$ cat src/rtl/tick_counter.sv
// rtl/tick_counter.sv - prescaled up/down wrap/saturate tick counter
//
// Purpose:
//   A single-clock prescaler raises an internal step once every DIV clocks
//   (DIV = CLK_HZ / TICK_HZ) while en is high. A WIDTH-bit counter moves one
//   place on each step, either up or down. At a bound it either wraps or
//   holds. A synchronous load takes priority over a step. No derived clocks
//   are used.
//
// Ports:
//   clock     in   1      system clock, rising edge
//   rst_btn   in   1      asynchronous active-low reset
//   en        in   1      prescaler run enable; 0 holds prescaler and counter
//   dir       in   1      1 = count up, 0 = count down (used on step edges)
//   sat       in   1      1 = saturate at bounds, 0 = wrap (used on step edges)
//   load      in   1      synchronous load strobe, highest priority
//   load_val  in   WIDTH  value taken by io_out when load=1
//   io_out    out  WIDTH  registered counter value
//   tick      out  1      registered one-cycle pulse on every step edge
//   tc        out  1      registered one-cycle pulse on a boundary step

module tick_counter #(
  parameter int CLK_HZ  = 12000000,
  parameter int TICK_HZ = 1,
  parameter int WIDTH   = 4
) (
  input  logic             clock,
  input  logic             rst_btn,
  input  logic             en,
  input  logic             dir,
  input  logic             sat,
  input  logic             load,
  input  logic [WIDTH-1:0] load_val,
  output logic [WIDTH-1:0] io_out,
  output logic             tick,
  output logic             tc
);

  localparam int DIV = CLK_HZ / TICK_HZ;
  // Guarded so a bad DIV still elaborates far enough to report the error.
  localparam int PW  = (DIV < 2) ? 1 : $clog2(DIV);

  localparam logic [PW-1:0]    PRE_MAX = PW'(DIV - 1);
  localparam logic [WIDTH-1:0] CNT_MAX = '1;

  if (DIV < 2) begin : g_bad_div
    $error("tick_counter: CLK_HZ/TICK_HZ must be at least 2");
  end
  if (WIDTH < 1 || WIDTH > 32) begin : g_bad_width
    $error("tick_counter: WIDTH must be within 1..32");
  end

  logic [PW-1:0]    pre;
  logic             step;
  logic             at_bound;
  logic [WIDTH-1:0] next_val;

  // The step fires on the last prescale count; en=0 freezes it.
  always_comb begin
    step     = en && (pre == PRE_MAX);
    at_bound = dir ? (io_out == CNT_MAX) : (io_out == '0);
    next_val = io_out;
    if (at_bound) begin
      // Saturation keeps the bound value; wrap jumps to the opposite bound.
      if (!sat) begin
        next_val = dir ? '0 : CNT_MAX;
      end
    end else if (dir) begin
      next_val = io_out + 1'b1;
    end else begin
      next_val = io_out - 1'b1;
    end
  end

  always_ff @(posedge clock or negedge rst_btn) begin
    if (!rst_btn) begin
      pre    <= '0;
      io_out <= '0;
      tick   <= 1'b0;
      tc     <= 1'b0;
    end else if (load) begin
      // Load also restarts the prescale period and swallows a coincident step.
      pre    <= '0;
      io_out <= load_val;
      tick   <= 1'b0;
      tc     <= 1'b0;
    end else begin
      tick <= step;
      tc   <= step && at_bound;
      if (en) begin
        pre <= step ? '0 : pre + 1'b1;
      end
      if (step) begin
        io_out <= next_val;
      end
    end
  end

endmodule

$ cat config.mk
export PLATFORM = sky130hd
export DESIGN_NAME = tick_counter
export DESIGN_NICKNAME = d
export VERILOG_FILES = /design/src/rtl/tick_counter.sv
export SDC_FILE = /design/constraint.sdc
export NUM_CORES = 1
export LEC_CHECK = 0
export ABC_AREA = 1
export CORE_ASPECT_RATIO = 0.7
export CORE_UTILIZATION = 38
export CTS_CLUSTER_SIZE = 10
export DETAILED_ROUTE_END_ITERATION = 10
export PLACE_DENSITY = 0.68
export SLEW_MARGIN = 40
export SYNTH_ARGS = -nofsm -noshare
export SYNTH_HDL_FRONTEND = slang
export SYNTH_SLANG_ARGS = --single-unit
$ cat constraint.sdc
create_clock -name clock -period 1.9 [get_ports clock]
set_input_delay 0.38 -clock clock [delete_from_list [all_inputs] [get_ports clock]]
set_output_delay 0.38 -clock clock [all_outputs]
set_load 0.02 [all_outputs]
; Word-level counts from Yosys, hierarchy flattened
; Index checks and enable logic that the tools add are counted.
[op_classes]
add_sub_neg = 3
eq_ne = 3
n_reduce_logical = 6
muxes = 12
[ops]
columns = op, count
row1 = 24-bit 2-to-1 mux, 3
row2 = 24-bit by 1-bit adder with 24-bit output (second input constant), 1
row3 = 24-bit equality test (second input constant), 1
row4 = 4-bit 2-to-1 mux, 6
row5 = 4-bit by 1-bit adder with 4-bit output (second input constant), 1
row6 = 4-bit equality test (second input constant), 1
row7 = 4-bit zero test, 1
row8 = 2-bit nonzero test, 2
row9 = 4-bit by 1-bit subtractor with 4-bit output (second input constant), 1
row10 = 1-bit 2-to-1 mux, 3
row11 = 3-bit inequality test (second input constant), 1
row12 = 1-bit logical AND, 2
row13 = 2-bit AND reduction, 1
[totals]
wordCells = 28
reg_bits = 30
out_inout_bits = 6
inputBits = 10

; Logic depth before layout (Yosys ltp)
[logic_depth]
word_depth = 5
depth_mapped = 10
mapped_depth_nobuf = 10

; Worst setup path after synthesis
; OpenSTA, ideal clock, no wires.
[synth_timing]
path_type = register -> register
startpoint = register pre[0]
endpoint = register pre[9]
setup_slack_ns = 0.405
arrival_time_ns = 1.377
required_ns = 1.781
period_less_slack_ns = 1.495
n_path_buf = 1
stages_incl_launch_ff = 8
setup_ns = 0.119
path_cell_list = dfrtp_1 > ha_1 > nand2_1 > nor3_2 > nand3_1 > nand2_4 > buf_4 > nor2_1
[synth_between]
elab_chain_len = 5
elab_cells_between_ends = 6
cone_classes = add/sub (1) / eq/ne (1) / mux (3) / reduce/logical (1)
[synth_lines]
columns = item, line_no
row1 = start: declaration, 53  ; logic [PW-1:0] pre;
row2 = start signal: assignment, 91  ; pre <= step ? '0 : pre + 1'b1;
row3 = "parallel branches: the longest is 2 deep, another holds 24-bit by 1-bit adder with 24-bit output", --
row4 = 24-bit 2-to-1 mux *, 91
row5 = 24-bit 2-to-1 mux *, 90  ; if (en) begin
row6 = 24-bit 2-to-1 mux *, 81  ; end else if (load) begin
; Mark *: on every way between the ends. The select of a mux whose other input is x is not followed.
; A chain may end at the register's enable or synchronous reset.

; Final worst setup path
[layout_timing]
startpoint = register io_out[0]
endpoint = output port io_out[0]
[layout_rtl]
columns = item, line_no
row1 = start: declaration, 34  ; output logic [WIDTH-1:0] io_out,
row2 = start signal: assignment, 84  ; io_out <= load_val;
row3 = start signal: assignment, 94  ; io_out <= next_val;
; No word-level cell between the ends.

==> impl_metrics.ini <==
[run_status]
status = finished, final reports clean

[die]
core_area_um2 = 4500
die_w_um = 85.5
die_h_um = 60.4
io_pins = 16
start_util_pct = 41.1
dieArea_um2 = 5160
rows = 20

[sta]
holdWs_ps = 486
rsz0062_at_grt = no
fmax_mhz = 555
min_period_over_period_pct = 94.7
slew_headroom_pct = 72.5
fin_crit_ps = 1800
final-max-slew-violation-count = 0
tightest_slew_ps = 409
setup_ws_ps = 99.8
hold_viol = 0
skew_ps = 4.29
finalSetupViolCount = 0

[power]
pwr-share-comb_pct = 17.2
worst_ir_drop_vdd_v = 0.000262
switching_share_pct = 27.6
pwr-share-clk_pct = 37.9
power_switching_uw = 444
leakagePower_uw = 0.00107
p_int_uw = 1160
seqPwrFrac_pct = 44.9
p_per_area_nw_per_um2 = 699

[clock_tree]
cts_hold_buf = 0
clk_latency_ps = 280
clock_sinks = 30
cts_tree = yes
cts_root_buffer = clkbuf_8
path_clk_slew_ps = 70
cts_resized = 0
cts_buffer_depth = 2
cts.htree.levels = 2
postCtsSetupBuffers = 0
cts_made_buffers = 5

[place]
pre_cts_ws_ps = -124
io_buffers = 15
routabilityCongestion = 0.806
placed_cell_area_um2 = 2190
post-place-cells = 349
hpwlAfterDp_mm = 3.41

[routing]
drc = 0
routed_wirelength_mm = 4.35
vias = 1788
ant_nets = 0
routedWlPerCell_um = 12.2
via_per_inst = 5.01
drtPass1Iterations = 4
drt-initial-drc-count = 132

[layout]
finalNonFillerCells = 357
fin_nets = 315
final_util_pct = 51.1
fillers = 432
layout-drive-gt1-share_pct = 11.6
design_area_um2 = 2300
syn_to_final_growth_pct = 24.2
final_common_cell = nand2_1
mostFrequentLayoutCells = nand2_1, nor2_1, inv_1, dfrtp_1, nand3_1
num_antenna_cells = 0

[worst_setup_path]
worstReg2RegStart = pre[0]
crit_path_end_kind = output port
path_depth = 1
cp_slowest_cell = clkdlybuf4s50_1
cp.required_ps = 1520
cp.buffers_inverters = 1
startpoint = io_out[0]
worstSetupStartpointType = flip-flop
slowest_delay_ps = 650
critPathArrivalTime_ps = 1420
ff2ff_setup_slack_ps = 250
path_cells = clkdlybuf4s50_1
crit_fanout = 7
reg2reg_depth = 7
crit_type = reg2out
path_delay_family = buffers and inverters

[synth]
avgSynthCellArea_um2 = 7.05
netlist_area_um2 = 1850
synthCells = 263
ys_types = 24
yosys_warnings = 0
yosysSeqAreaShare_pct = 40.5
syn-num-nets = 277
ys_ff_latch = 30

[global_route]
grt_overflow = 0
grt_max_degree = 31
grt_util_all_layers_pct = 19.2
antenna_found_initial = 0
grt_pass1_wl_mm = 7.57
first_global_vias = 1609

[min_path]
hold_path.class = in2async

[flow_run]
cap_violations = 0
## Yosys cell counts (all sizes together)
master / instances / area share [%]
nand2: 65 / 15
nor2: 59 / 12
inv: 33 / 6.7
dfrtp: 30 / 41
nand3: 24 / 6.8
nor3: 10 / 3.0
o21ai: 10 / 2.7
a21oi: 7 / 1.9
xor2: 7 / 3.3
nand4: 6 / 2.0
ha: 3 / 2.0
nor3b: 3 / 1.2
xnor2: 2 / 0.95
buf: 1 / 0.41
fa: 1 / 1.1
nand3b: 1 / 0.41
or2: 1 / 0.34
## power by group through the flow
stage	Clock [uW]	Sequential (uW)	Combinational (uW)
after floorplan	0	740	145
after global placement	0	731	274
after detailed placement	0	733	279
after CTS	620	721	280
after global routing	654	729	312
final	610	722	276
## registers in the layout, indices dropped and copies added (netlist names)
| signal | flops |
|---|---|
| tick | 1 |
| tc | 1 |
| pre | 24 |
| io_out | 4 |
## per-layer routing
layer | GRT usage [%] | wire (um) | up-vias | part of all wire [%]
li1 | - | - | 912 | -
met5 | 0 | 0 | - | 0
met1 | 28.4 | 2300 | 836 | 53
met2 | 27.9 | 1770 | 32 | 41
met3 | 4.49 | 218 | 8 | 5.0
met4 | 6.43 | 61 | 0 | 1.4
## cell type report
cell class / count / area [um2] / share of cell area (%)
multi-input combinational: 199 / 971 / 42.2
sequential: 30 / 751 / 32.6
timing repair buffer: 32 / 278 / 12.1
inverter: 33 / 124 / 5.38
clock buffer: 8 / 110 / 4.78
tap: 55 / 68.8 / 2.99
## per-stage QoR
step                      power [uW]  TNS, ps
final                           1610        0
after global routing            1700        0
after CTS                       1620        0
after detailed placement        1010     -334
after global placement          1010     -143
after floorplan                  884        0
## final timing paths
check / to
max in group asynchronous: pre[5]
min in group clock: pre[1]
worst max-delay path: io_out[0]
worst max register to register: pre[12]
worst min register to register: pre[1]
worst min-delay path: pre[14]
## cell families (layout without fill, tap and decap cells)
kind of cell	after synthesis	count (layout)	share of synthesized area (%)
flops	30	30	40.5
compound gates	17	17	4.59
xor+xnor	9	9	4.25
fa+ha+maj	4	4	3.11
buf+inv	34	73	7.09
simple gates	169	169	40.4
Note: power is estimated with default switching activity, not from simulation.
